==> src/rtl/data_mgr_pkg.sv <==
// rtl/data_mgr_pkg.sv - shared sizing, state encoding and modulo-DEPTH pointer helpers
package data_mgr_pkg;

    localparam int DEPTH        = 7;
    localparam int DATA_WIDTH   = 32;
    localparam int RETIRE_BATCH = 4;
    localparam int PTR_W        = $clog2(DEPTH);
    localparam int CNT_W        = $clog2(DEPTH + 1);

    typedef logic [PTR_W-1:0] ptr_t;
    typedef logic [CNT_W-1:0] cnt_t;

    typedef enum logic [1:0] {
        RUN     = 2'd0,
        RECOVER = 2'd1,
        ABORT   = 2'd2
    } state_e;

    // Next id, wrapping DEPTH-1 back to 0 (DEPTH need not be a power of two).
    function automatic ptr_t ptr_inc(input ptr_t p);
        ptr_inc = (p == ptr_t'(DEPTH - 1)) ? '0 : p + ptr_t'(1);
    endfunction

    // Forward distance from b to a around the ring.
    function automatic cnt_t ptr_dist(input ptr_t a, input ptr_t b);
        if (a >= b)
            ptr_dist = cnt_t'(a) - cnt_t'(b);
        else
            ptr_dist = cnt_t'(a) + cnt_t'(DEPTH) - cnt_t'(b);
    endfunction

    // Advance a pointer by n < DEPTH steps around the ring.
    function automatic ptr_t ptr_add(input ptr_t p, input cnt_t n);
        int s;
        s = int'(p) + int'(n);
        if (s >= DEPTH)
            s = s - DEPTH;
        ptr_add = ptr_t'(s);
    endfunction

endpackage

==> src/rtl/retire_ptr_ctrl.sv <==
// rtl/retire_ptr_ctrl.sv - pending-retire counter and published retire pointer (RETIRE_BATCH_EN selects batching)
module retire_ptr_ctrl
    import data_mgr_pkg::*;
(
    input  logic clk,
    input  logic reset_n,
    input  logic retire,
    input  logic recover,
    input  logic out_vld,
    output cnt_t pending,
    output cnt_t publish,
    output ptr_t retire_ptr
);

    logic do_pub;

`ifdef RETIRE_BATCH_EN
    // Publish a full batch, flush when the sink side goes idle so a full
    // buffer can never stall on unpublished retires, and always flush before abort.
    assign do_pub = (pending != '0) &&
                    ((pending >= cnt_t'(RETIRE_BATCH)) || !out_vld || recover);
`else
    logic unused_ok;
    assign unused_ok = out_vld ^ recover;
    // Every retirement is made visible the cycle after its sink handshake.
    assign do_pub = (pending != '0);
`endif

    assign publish = do_pub ? pending : '0;

    // Pending count and published pointer advance together so the pair stays consistent.
    always_ff @(posedge clk or negedge reset_n) begin
        if (!reset_n) begin
            pending    <= '0;
            retire_ptr <= '0;
        end else begin
            pending <= pending - publish + cnt_t'(retire);
            if (do_pub)
                retire_ptr <= ptr_add(retire_ptr, pending);
        end
    end

    // A retire jump can never exceed one batch.
    assert property (@(posedge clk) disable iff (!reset_n) pending <= cnt_t'(RETIRE_BATCH));

endmodule

==> src/rtl/data_retire_unit.sv <==
// rtl/data_retire_unit.sv - id-indexed retire buffer with in-order sink delivery and nack replay (RETIRE_BATCH_EN)
module data_retire_unit
    import data_mgr_pkg::*;
(
    input  logic                  clk,
    input  logic                  reset_n,
    input  logic                  valid_i,
    output logic                  ready_o,
    input  logic [DATA_WIDTH-1:0] data_i,
    input  logic [PTR_W-1:0]      data_id_i,
    output logic [PTR_W-1:0]      retire_ptr_o,
    output logic                  abort_vld_o,
    output logic [PTR_W-1:0]      abort_id_o,
    output logic [DATA_WIDTH-1:0] abort_data_o,
    output logic                  out_vld_o,
    input  logic                  out_ready_i,
    input  logic                  out_nack_i,
    output logic [DATA_WIDTH-1:0] out_data_o,
    output logic [PTR_W-1:0]      out_id_o
);

    state_e state, state_next;
    ptr_t   head, tail;
    cnt_t   cnt, pending, publish, unsent;
    logic   store, hs, nack, sent;

    logic [DATA_WIDTH-1:0] mem [DEPTH];

    assign hs     = out_vld_o && out_ready_i;
    assign nack   = hs && out_nack_i;
    assign sent   = hs && !out_nack_i;
    assign unsent = cnt - pending;

    assign out_data_o = mem[head];
    assign out_id_o   = head;

    retire_ptr_ctrl u_retire_ptr_ctrl (
        .clk        (clk),
        .reset_n    (reset_n),
        .retire     (sent),
        .recover    (state == RECOVER),
        .out_vld    (out_vld_o),
        .pending    (pending),
        .publish    (publish),
        .retire_ptr (retire_ptr_o)
    );

    // State register.
    always_ff @(posedge clk or negedge reset_n) begin
        if (!reset_n)
            state <= RUN;
        else
            state <= state_next;
    end

    // A nack walks RUN -> RECOVER -> ABORT -> RUN, one cycle per step.
    always_comb begin
        state_next = state;
        case (state)
            RUN:     if (nack) state_next = RECOVER;
            RECOVER: state_next = ABORT;
            ABORT:   state_next = RUN;
            default: state_next = RUN;
        endcase
    end

    // Outside RUN the upstream is always drained so it can see the abort cleanly.
    always_comb begin
        ready_o   = 1'b1;
        out_vld_o = 1'b0;
        store     = 1'b0;
        if (state == RUN) begin
            ready_o   = (cnt < cnt_t'(DEPTH));
            out_vld_o = (unsent != '0);
            store     = valid_i && ready_o;
        end
    end

    // Ring pointers and occupancy; ABORT rewinds the tail to the replay point.
    always_ff @(posedge clk or negedge reset_n) begin
        if (!reset_n) begin
            head <= '0;
            tail <= '0;
            cnt  <= '0;
        end else begin
            if (state == ABORT) begin
                tail <= head;
                cnt  <= '0;
            end else begin
                if (store)
                    tail <= ptr_inc(tail);
                cnt <= cnt + cnt_t'(store) - publish;
            end
            if (sent)
                head <= ptr_inc(head);
        end
    end

    // Payload storage, indexed by beat id.
    always_ff @(posedge clk) begin
        if (store)
            mem[data_id_i] <= data_i;
    end

    // Abort is raised for the ABORT cycle, carrying the rejected beat.
    always_ff @(posedge clk or negedge reset_n) begin
        if (!reset_n) begin
            abort_vld_o  <= 1'b0;
            abort_id_o   <= '0;
            abort_data_o <= '0;
        end else begin
            abort_vld_o <= (state == RECOVER);
            if (state == RECOVER) begin
                abort_id_o   <= head;
                abort_data_o <= mem[head];
            end
        end
    end

    // Upstream must deliver ids strictly in ring order.
    assert property (@(posedge clk) disable iff (!reset_n) store |-> (data_id_i == tail));

    // Beats between the retire pointer and head are exactly the unpublished retires.
    assert property (@(posedge clk) disable iff (!reset_n) ptr_dist(head, retire_ptr_o) == pending);

endmodule
==> config.mk <==
export PLATFORM = sky130hd
export DESIGN_NAME = data_retire_unit
export DESIGN_NICKNAME = d
export VERILOG_FILES = /design/src/rtl/data_mgr_pkg.sv /design/src/rtl/retire_ptr_ctrl.sv /design/src/rtl/data_retire_unit.sv
export SDC_FILE = /design/constraint.sdc
export NUM_CORES = 1
export LEC_CHECK = 0
export BUFFER_PORTS_ARGS = -buffer_cell sky130_fd_sc_hd__buf_2
export CAP_MARGIN = 40
export CORE_UTILIZATION = 55
export CTS_CLUSTER_SIZE = 30
export DETAILED_ROUTE_END_ITERATION = 12
export PLACE_DENSITY_LB_ADDON = 0.3
export SYNTH_ARGS = -nofsm -noshare
export SYNTH_HDL_FRONTEND = slang
export SYNTH_HIERARCHICAL = 1
export SYNTH_SLANG_ARGS = --single-unit
==> constraint.sdc <==
create_clock -name clk -period 4.2 [get_ports clk]
set_input_delay 0.84 -clock clk [delete_from_list [all_inputs] [get_ports clk]]
set_output_delay 0.84 -clock clk [all_outputs]
set_load 0.01 [all_outputs]
==> results.txt <==
----------------------------------------------------
[Setup path]
  Reg2reg setup slack ... 1.70 ns
  Worst Reg2Reg Path Length in Cells ... 5
  Reg-to-reg critical path endpoint ... mem[2][25]
  Worst reg2reg path startpoint ... state[0]
  Setup Crit Path Kind ... reg -> out
  Arrival time of the worst setup path ... 2.79 ns
  Max FO, Critical Path ... 58
  Critical path required time ... 3.36 ns
  Worst setup EP type ... output pin
  Critical path launch point type ... flip-flop

[Detailed routing]
  DRC violation count after routing ... 0
  First-pass iteration count of the detailed router ... 4
  Vias per cell ... 5.74
  Final wirelength ... 22,400 µm
  Met2 Routed Length ... 11,200 µm
  Starting DRC count in detailed routing ... 417
  Uppermost layer routed ... met4
  Met3 Routed Length ... 1340 µm
  Post-DRT Antenna Nets ... 0
  Detailed-route wire length on metal 1 ... 9490 µm
  Routed via count ... 6,108
  Routed len/inst ... 21.0 µm

[GRT]
  Number of antenna violations at the first check in global routing ... 1
  First-pass GRT wire length ... 34,300 µm
  Overall global routing resource usage ... 22.7%
  Pin count of the biggest net entering global routing ... 59
  Number of global-route vias before repair ... 6,159
  Residual overflow from global routing ... 0

[CTS]
  Maximum clock path buffer count ... 3
  TritonCTS clock tree ... built
  Quantity of hold-fixing buffers added after cts ... 0
  Gates resized, CTS repair ... 0
  Root Buffer ... sky130_fd_sc_hd__clkbuf_16
  Clock transition at the registers of the reported paths ... 0.06 ns
  Buffers inserted during post-CTS setup optimization ... 0
  Clock Latency Late Sink ... 0.53 ns
  CTS sink count ... 273
  TritonCTS Buffers ... 27
  CTS HTree Levels ... 1

[Synthesis]
  Cell types with the largest area share after synthesis ... sky130_fd_sc_hd__edfxtp_1 62%, sky130_fd_sc_hd__dfrtp_1 11%, sky130_fd_sc_hd__mux2i_1 5.5%
  Post-synth EDFFs ... 224
  Mapped cell area ... 0.0108 mm²
  Top cells by count, synth ... 224 x sky130_fd_sc_hd__edfxtp_1, 59 x sky130_fd_sc_hd__mux2i_1, 51 x sky130_fd_sc_hd__o21ai_0
  Proportion of synthesized chip area in sequential cells ... 73.5%
  Post-synthesis cell count ... 660
  Count of unique library cells instantiated by Yosys ... 46
  Top FF cell, synth ... sky130_fd_sc_hd__edfxtp_1
  Mapped Avg Cell Area ... 16.4 µm²
  Synthesis Warnings ... 6
  Area share of the leading cell type in the synthesized netlist ... 62.2%
  Leading cell type by number of instances after synthesis ... sky130_fd_sc_hd__edfxtp_1
  Share of flip-flops with an asynchronous set or reset ... 17.9%
  Flip-flop and latch count after synthesis ... 273
  Synth area leader ... sky130_fd_sc_hd__edfxtp_1

[Finish]
  Post-layout util ... 66.2%
  Area grow syn2layout ... 16.0%
  Final Net Count ... 833
  Share of final-layout standard cells stronger than drive strength 1 ... 27.1%

[STA]
  Slew at the pin with the worst max-slew slack ... 0.843 ns
  Number of max-slew violations in the final report ... 0
  Total Negative Setup Slacks ... 0 ns
  RSZ-0062 raised after global routing ... false
  Number of hold violations in the final report ... 0
  Final worst-path cycle share ... 86.5%
  Minimum period implied by the final worst setup slack ... 3.63 ns
  Clock Skews ... 0.00994 ns
  Number of failing setup endpoints in the final timing report ... 0
  Fin Hold WS ... 0.327 ns
  Slew margin rel. ... 43.7%
  Max Fclk ... 275 MHz

[Power]
  Fraction of power consumed by the clock network ... 25.5%
  Lkg Pwr ... 4.63 nW
  Net switching fraction of the power ... 33.4%
  Max IR drop VDD ... 0.376 mV
  Net switching power figure ... 2.92 mW
  Combinational fraction of design power ... 34.1%
  Sequential power share ... 40.4%
  Int Power ... 5.83 mW
  Power density cells ... 697 mW/mm²

[Floorplan]
  Initial Utilization ... 57.0%
  Top-level port count ... 116
  Die area ... 0.0202 mm²
  Row count ... 50
  Die height ... 142 µm
  Width of the die ... 142 µm
  Core area ... 0.0190 mm²

[Placement]
  Port bufs ... 115
  DP Wirelength ... 13,400 µm
  Routability-driven placement congestion ratio ... 0.827

[Run]
  Max-capacitance violation count ... 0

[Worst hold path]
  Hold Crit Class ... in -> async

[Outcome]
  Run status ... completed

----------------------------------------------------
[metal layers]
layer  vias to the layer above  global-route usage, %
li1                       2788                      -
met1                      3082                   30.8
met2                       207                   38.0
met3                        31                   3.73
met4                         0                   6.28
met5                         -                      0
[worst max-delay path, stage by stage, from the launching register on]
cell and delay (ns):
sky130_fd_sc_hd__dfrtp_4 0.92, sky130_fd_sc_hd__buf_4 0.50, sky130_fd_sc_hd__mux2i_1 0.26, sky130_fd_sc_hd__nand3_1 0.10, sky130_fd_sc_hd__a32o_1 0.29, sky130_fd_sc_hd__buf_2 0.15
[worst max-delay path by stage]
stage,cells after the start,slack [ns],to,from
after floorplan,3,0.31,mem[0][0],valid_i
after global placement,5,1.22,out_data_o[13],out_id_o[0]
after detailed placement,5,1.12,out_data_o[20],out_id_o[0]
after CTS,5,0.56,out_data_o[20],out_id_o[0]
after global routing,5,0.43,out_data_o[20],out_id_o[0]
final,5,0.57,out_data_o[20],out_id_o[0]
[cells in the final DEF (no fill, tap or decap), types with 4 or more instances in the layout]
cell type	instances
sky130_fd_sc_hd__clkbuf_16	27
sky130_fd_sc_hd__nor2b_1	33
sky130_fd_sc_hd__clkbuf_1	13
sky130_fd_sc_hd__o21ai_0	51
sky130_fd_sc_hd__xnor2_1	4
sky130_fd_sc_hd__edfxtp_1	224
sky130_fd_sc_hd__nor2_1	5
sky130_fd_sc_hd__a211o_1	5
sky130_fd_sc_hd__mux2i_1	59
sky130_fd_sc_hd__a211oi_1	26
sky130_fd_sc_hd__a21oi_1	4
sky130_fd_sc_hd__buf_2	115
sky130_fd_sc_hd__buf_4	15
sky130_fd_sc_hd__nand2b_1	7
sky130_fd_sc_hd__ha_1	10
sky130_fd_sc_hd__nor2_4	5
sky130_fd_sc_hd__clkinv_2	5
sky130_fd_sc_hd__a221o_1	5
sky130_fd_sc_hd__mux2_2	32
sky130_fd_sc_hd__nand2_1	14
sky130_fd_sc_hd__dfrtp_1	46
sky130_fd_sc_hd__a32o_1	5
sky130_fd_sc_hd__nand3_1	7
sky130_fd_sc_hd__o21ai_1	6
sky130_fd_sc_hd__o22a_1	26
sky130_fd_sc_hd__xor2_1	4
sky130_fd_sc_hd__inv_1	9
[state kept, by name (all words and copies together), names as in the netlist]
register                      cells
abort_id_o                        3
cnt                               3
state                             2
u_retire_ptr_ctrl/pending         2
u_retire_ptr_ctrl/retire_ptr      3
abort_vld_o                       1
abort_data_o                     32
out_id_o                          3
mem                             224
[layout make-up]
cell class,count,area [µm²]
flip-flops and latches,273,7960
multi-input cells,338,2690
clock buffers,41,738
clock inverters,9,76.3
diodes,1,2.50
fillers,1301,6410
well taps,260,325
repair buffers,131,716
inverters,11,41.3
[power by group through the flow]
| stage | logic, mW | registers, mW | clock network [mW] |
|---|---|---|---|
| after detailed placement | 2.99 | 3.58 | 0 |
| after CTS | 3.01 | 3.53 | 2.26 |
| after global placement | 2.85 | 3.56 | 0 |
| after floorplan | 1.96 | 3.55 | 0 |
| after global routing | 3.25 | 3.57 | 2.36 |
| final | 2.98 | 3.53 | 2.23 |
[cells by family (layout without fill, tap and decap cells)]
group	count (synthesis)	in the layout	share of synthesized area [%]
compound gates	136	136	8.67
xor+xnor	8	8	0.648
fa+ha+maj	11	11	1.34
buf+inv	51	192	2.12
flops	273	273	73.5
mux	94	94	9.21
other cells	1	4	0.0347
simple gates	86	86	4.43
[through the flow]
step / std cells / cell area (µm²) / worst slack, ns / power (mW)
final: 1064 / 12500 / 0.565 / 8.74
after CTS: 1063 / 12500 / 0.563 / 8.80
after detailed placement: 1013 / 11700 / 1.12 / 6.57
after global placement: 1012 / 11700 / 1.22 / 6.40
after floorplan: 662 / 10800 / 0.308 / 5.51
after global routing: 1063 / 12500 / 0.430 / 9.19
(Power assumes the default switching activity.)
